`src/rtl/vfd_scanout.sv`:
```
// 640x480@60 scanout: walks the 8-bpp VRAM, expands RRRGGGBB to 24-bit RGB with aligned sync/blank.
// Optional colour-bar test pattern under VFD_SCANOUT_TESTPAT_EN (selected at run time by test_mode).
module vfd_scanout #(
   parameter int H_ACTIVE = 640,
   parameter int H_FP     = 16,
   parameter int H_SYNC   = 96,
   parameter int H_BP     = 48,
   parameter int V_ACTIVE = 480,
   parameter int V_FP     = 10,
   parameter int V_SYNC   = 2,
   parameter int V_BP     = 33
) (
   input  logic        clk,
   input  logic        reset_n,
   input  logic        ce_pix,
   output logic [18:0] vram_addr,
   input  logic [7:0]  vram_data,
   input  logic        test_mode,
   output logic [7:0]  r,
   output logic [7:0]  g,
   output logic [7:0]  b,
   output logic        hs,
   output logic        vs,
   output logic        hblank,
   output logic        vblank,
   output logic        frame_start
);

   localparam int H_TOTAL = H_ACTIVE + H_FP + H_SYNC + H_BP;
   localparam int V_TOTAL = V_ACTIVE + V_FP + V_SYNC + V_BP;

   localparam logic [9:0]  H_LAST    = 10'(H_TOTAL - 1);
   localparam logic [9:0]  V_LAST    = 10'(V_TOTAL - 1);
   localparam logic [9:0]  H_ACT     = 10'(H_ACTIVE);
   localparam logic [9:0]  V_ACT     = 10'(V_ACTIVE);
   localparam logic [9:0]  HS_BEG    = 10'(H_ACTIVE + H_FP);
   localparam logic [9:0]  HS_END    = 10'(H_ACTIVE + H_FP + H_SYNC);
   localparam logic [9:0]  VS_BEG    = 10'(V_ACTIVE + V_FP);
   localparam logic [9:0]  VS_END    = 10'(V_ACTIVE + V_FP + V_SYNC);
   localparam logic [18:0] ADDR_LAST = 19'(H_ACTIVE * V_ACTIVE - 1);

   logic [9:0] hcnt;
   logic [9:0] vcnt;
   logic       h_last;
   logic       frame_wrap;
   logic       active0;
   logic       hs0;
   logic       vs0;
   logic       hblank0;
   logic       vblank0;

   logic [7:0] data1;
   logic       active1;
   logic       hs1;
   logic       vs1;
   logic       hblank1;
   logic       vblank1;

   logic [7:0] pix_r;
   logic [7:0] pix_g;
   logic [7:0] pix_b;

`ifdef VFD_SCANOUT_TESTPAT_EN
   logic [2:0] bar1;
`else
   logic       unused_test_mode;
   assign unused_test_mode = test_mode;
`endif

   always_comb begin
      h_last     = (hcnt == H_LAST);
      frame_wrap = h_last && (vcnt == V_LAST);
      active0    = (hcnt < H_ACT) && (vcnt < V_ACT);
      hs0        = !((hcnt >= HS_BEG) && (hcnt < HS_END));
      vs0        = !((vcnt >= VS_BEG) && (vcnt < VS_END));
      hblank0    = (hcnt >= H_ACT);
      vblank0    = (vcnt >= V_ACT);
   end

   always_ff @(posedge clk or negedge reset_n) begin
      if (!reset_n) begin
         hcnt <= '0;
         vcnt <= '0;
      end else if (ce_pix) begin
         hcnt <= h_last ? 10'd0 : hcnt + 10'd1;
         if (h_last) begin
            vcnt <= (vcnt == V_LAST) ? 10'd0 : vcnt + 10'd1;
         end
      end
   end

   // The address parks on the last pixel after the final active one so it never leaves the frame.
   always_ff @(posedge clk or negedge reset_n) begin
      if (!reset_n) begin
         vram_addr <= '0;
      end else if (ce_pix) begin
         if (frame_wrap) begin
            vram_addr <= '0;
         end else if (active0 && (vram_addr != ADDR_LAST)) begin
            vram_addr <= vram_addr + 19'd1;
         end
      end
   end

   always_ff @(posedge clk or negedge reset_n) begin
      if (!reset_n) begin
         frame_start <= 1'b0;
      end else begin
         frame_start <= ce_pix && frame_wrap;
      end
   end

   always_ff @(posedge clk or negedge reset_n) begin
      if (!reset_n) begin
         data1   <= '0;
         active1 <= 1'b0;
         hs1     <= 1'b1;
         vs1     <= 1'b1;
         hblank1 <= 1'b1;
         vblank1 <= 1'b1;
`ifdef VFD_SCANOUT_TESTPAT_EN
         bar1    <= '0;
`endif
      end else if (ce_pix) begin
         data1   <= vram_data;
         active1 <= active0;
         hs1     <= hs0;
         vs1     <= vs0;
         hblank1 <= hblank0;
         vblank1 <= vblank0;
`ifdef VFD_SCANOUT_TESTPAT_EN
         bar1    <= hcnt[9:7];
`endif
      end
   end

   // Bit replication spreads each 3/3/2-bit channel across the full 8-bit range.
   always_comb begin
      pix_r = '0;
      pix_g = '0;
      pix_b = '0;
      if (active1) begin
`ifdef VFD_SCANOUT_TESTPAT_EN
         if (test_mode) begin
            pix_r = {8{bar1[2]}};
            pix_g = {8{bar1[1]}};
            pix_b = {8{bar1[0]}};
         end else begin
            pix_r = {data1[7:5], data1[7:5], data1[7:6]};
            pix_g = {data1[4:2], data1[4:2], data1[4:3]};
            pix_b = {4{data1[1:0]}};
         end
`else
         pix_r = {data1[7:5], data1[7:5], data1[7:6]};
         pix_g = {data1[4:2], data1[4:2], data1[4:3]};
         pix_b = {4{data1[1:0]}};
`endif
      end
   end

   always_ff @(posedge clk or negedge reset_n) begin
      if (!reset_n) begin
         r      <= '0;
         g      <= '0;
         b      <= '0;
         hs     <= 1'b1;
         vs     <= 1'b1;
         hblank <= 1'b1;
         vblank <= 1'b1;
      end else if (ce_pix) begin
         r      <= pix_r;
         g      <= pix_g;
         b      <= pix_b;
         hs     <= hs1;
         vs     <= vs1;
         hblank <= hblank1;
         vblank <= vblank1;
      end
   end

endmodule

```
`config.mk`:
```
export PLATFORM = sky130hd
export DESIGN_NAME = vfd_scanout
export DESIGN_NICKNAME = d
export VERILOG_FILES = /design/src/rtl/vfd_scanout.sv
export SDC_FILE = /design/constraint.sdc
export NUM_CORES = 1
export LEC_CHECK = 0
export ABC_AREA = 1
export BUFFER_PORTS_ARGS = -buffer_cell sky130_fd_sc_hd__buf_4
export CORE_AREA = 2 2 99 101
export CTS_CLUSTER_SIZE = 25
export DETAILED_ROUTE_END_ITERATION = 12
export DIE_AREA = 0 0 101 103
export PLACE_DENSITY_LB_ADDON = 0.1
export SYNTH_ARGS = -nofsm -noshare
export SYNTH_HDL_FRONTEND = slang
export SYNTH_SLANG_ARGS = --single-unit
export TNS_END_PERCENT = 30
```
`constraint.sdc`:
```
create_clock -name clk -period 1.7 [get_ports clk]
set_input_delay 0.34 -clock clk [delete_from_list [all_inputs] [get_ports clk]]
set_output_delay 0.34 -clock clk [all_outputs]
set_load 0.005 [all_outputs]
```
==> qor.csv <==
metric,value,unit
max_freq,0.6394,GHz
die_y,103,um
hold_violations,0,
design.core.area,0.009459,mm2
period_needed,1.564,ns
hp-class,primary input to flop,
routed_wl,8333,um
post_dp_cell_area,0.004274,mm2
path_clk_slew,0.08,ns
r2r_slack,0.14,ns
netlist_area,0.003621,mm2
worstPathMaxFanout,11,
route.detailed.drc,0,
arrival,1.80,ns
required,1.94,ns
r2r_cells,8,
dr.pass1.iters,4,
outcome,completed,
grt_max_degree,44,
regToRegEndpoint,vram_addr[2],
antennaDiodeCount,0,
ios,60,
yosys_register_bits,65,
r2r-start,vcnt[1],
finalSetupTns,0,ns
maxSlewHeadroom,73.03,%
synthTopCellsByArea,"dfrtp_1 (39%), nand2_1 (15%), nand3_1 (5.9%)",
drv_cap,0,
die_x,101,um
max-clock-path-buffers,2,
grt_pass1_wl,13800,um
yosysSeqAreaShare,45.20,%
finalSetupViolCount,0,
worst_setup_path_start_kind,flop,
yosys.area.top_type,dfrtp_1,
avgViaCountPerCell,4.777,
globalplace.congestion,0.9044,
wl_per_cell,12.31,um
synth_edf_count,0,
drt-initial-drc-count,119,
area_growth,26.78,%
synth_top_area_share,39.39,%
numPortBuffers,58,
vias,3234,
post_synth_inst_count,478,
peakVddDrop,375.5,uV
stdcell_area,0.004591,mm2
nets,576,
overflow,0,
post_synth.cell_area_avg,7.575,um2
hold_end,data1[0],
critPathKind,flop to flop,
synth_flop_cell,dfrtp_1,
post-route-util,48.53,%
clkSinkCount,65,
first_global_vias,3009,
worstSkewPairLatency,0.34,ns
initial_utilization,38.28,%
postRouteAntennaNets,0,
dp_hpwl,6035,um
holdPathStages,3,
crit_path_end_kind,flop,
min_period_over_period,92.00,%
synth.net_count,496,
fillers,984,
synth_cell_types,34,
die_area,0.01040,mm2
antenna_found_initial,0,
whs,0.1984,ns
rsz0062_at_grt,yes,
worstSetupStartpoint,vcnt[1],
ys_warn_count,0,
drv_slew,0,
hold_start,vram_data[0],
drive_above_1_share,25.75,%
track_usage,16.67,%
leakagePower,2.299,nW
power_density,961.3,mW/mm2
skew,0.01211,ns
cts_htree_levels,3,
tightest_slew,0.4009,ns
root_buffer,clkbuf_8,
num_rows,36,
async_reset_ff_share,100.0,%
cts_buffers,9,
cts_tree,done,
-- timing repair --
item                                    CTS  global route
resized for setup                         0            11
endpoints found under the setup margin    0            21
buffers inserted                          0             3
hold endpoints to repair                 22             0
hold buffers                              1             0
-- routing by layer --
metal | routed length [um] | global-route usage (%) | part of all wire [%] | up-vias
li1 | - | - | - | 1667
met1 | 4179 | 22.20 | 50 | 1483
met2 | 3668 | 27.49 | 44 | 72
met3 | 372 | 2.780 | 4.5 | 12
met4 | 112 | 6.133 | 1.3 | 0
met5 | 0 | 0 | 0 | -
-- Yosys cell counts, types with 5 or more instances --
library cell  instances
nand2_1             143
xor2_1                9
o21ai_0              37
dfrtp_1              57
buf_4                16
nand3_1              43
ha_1                  6
nand4_1               6
inv_2                 5
nor2_1               54
inv_1                41
nor3_1                5
or2_2                 6
dfstp_2               8
-- cell families (layout without fill, tap and decap cells) --
group	count (synthesis)	after routing	synth area share, %
buffers and inverters	73	157	10.12
adder cells (fa/ha/maj)	6	6	2.073
AND/OR/NAND/NOR	276	277	33.34
AO/OA/AOI/OAI	48	48	6.842
XOR/XNOR	10	10	2.419
flip-flops	65	65	45.20
-- state kept, by name, summed over array words and instances, names as in the netlist, 2 cells and up --
name       flops
b              2
data1          8
g              3
hcnt          10
r              3
vcnt          10
vram_addr     19
-- stage by stage --
| step | instances | power [mW] | worst slack, ns |
|---|---|---|---|
| after CTS | 673 | 4.437 | 0.03574 |
| after global placement | 656 | 2.911 | 0.07965 |
| after detailed placement | 656 | 2.932 | 0.04729 |
| after floorplan | 478 | 2.576 | 0.1259 |
| after global routing | 677 | 4.709 | -0.005532 |
| final | 677 | 4.413 | 0.1359 |
-- power breakdown --
group	total, mW	leakage (nW)	internal (mW)	switching [mW]
Combinational	0.991	1.37	0.472	0.520
Sequential	1.96	0.822	1.78	0.171
Clock	1.47	0.103	0.831	0.635
Total	4.41	2.30	3.09	1.33
-- cell type report --
type	count	area, um2	area share (%)
Clock inverter	6	92.59	2.017
Sequential cell	65	1637	35.65
Tap cell	114	142.6	3.107
Clock buffer	10	127.6	2.780
Multi-Input combinational cell	341	1675	36.50
Timing Repair Buffer	94	737.0	16.05
Inverter	47	178.9	3.898
-- worst max-delay path, cell delays in order (launching register included) --
cell     delay [ns]
dfrtp_1        0.37
inv_1          0.09
ha_1           0.18
nand3_1        0.10
nor3_2         0.19
nand3_4        0.17
buf_4          0.22
nand3_1        0.07
nand2_1        0.06
-- layout by cell type (no fill, tap or decap), drive strengths merged --
cell | Yosys | layout
nand4 | 7 | 7
nor3b | 1 | 1
xnor2 | 1 | 1
buf | 22 | 93
bufinv | 0 | 2
nor2 | 61 | 61
dfrtp | 57 | 57
inv | 46 | 46
clkbuf | 4 | 10
or2 | 7 | 7
nand3 | 44 | 44
a21oi | 4 | 4
xor2 | 9 | 9
clkinvlp | 0 | 2
o21ai | 40 | 40
o211ai | 1 | 1
o21bai | 1 | 1
dfstp | 8 | 8
a31oi | 2 | 2
nor4 | 1 | 1
dlygate4sd3 | 0 | 1
clkinv | 1 | 3
nand2 | 148 | 149
nor3 | 5 | 5
ha | 6 | 6
nand3b | 2 | 2
-- worst max-delay path by stage --
stage,end,slack (ns)
3_5_place_dp,vram_addr[0],0.05
3_3_place_gp,vram_addr[0],0.08
2_1_floorplan,vram_addr[8],0.13
4_1_cts,vram_addr[0],0.04
5_1_grt,vram_addr[5],-0.006
6_report,vram_addr[2],0.14
Power figures use the tool's default switching activity.
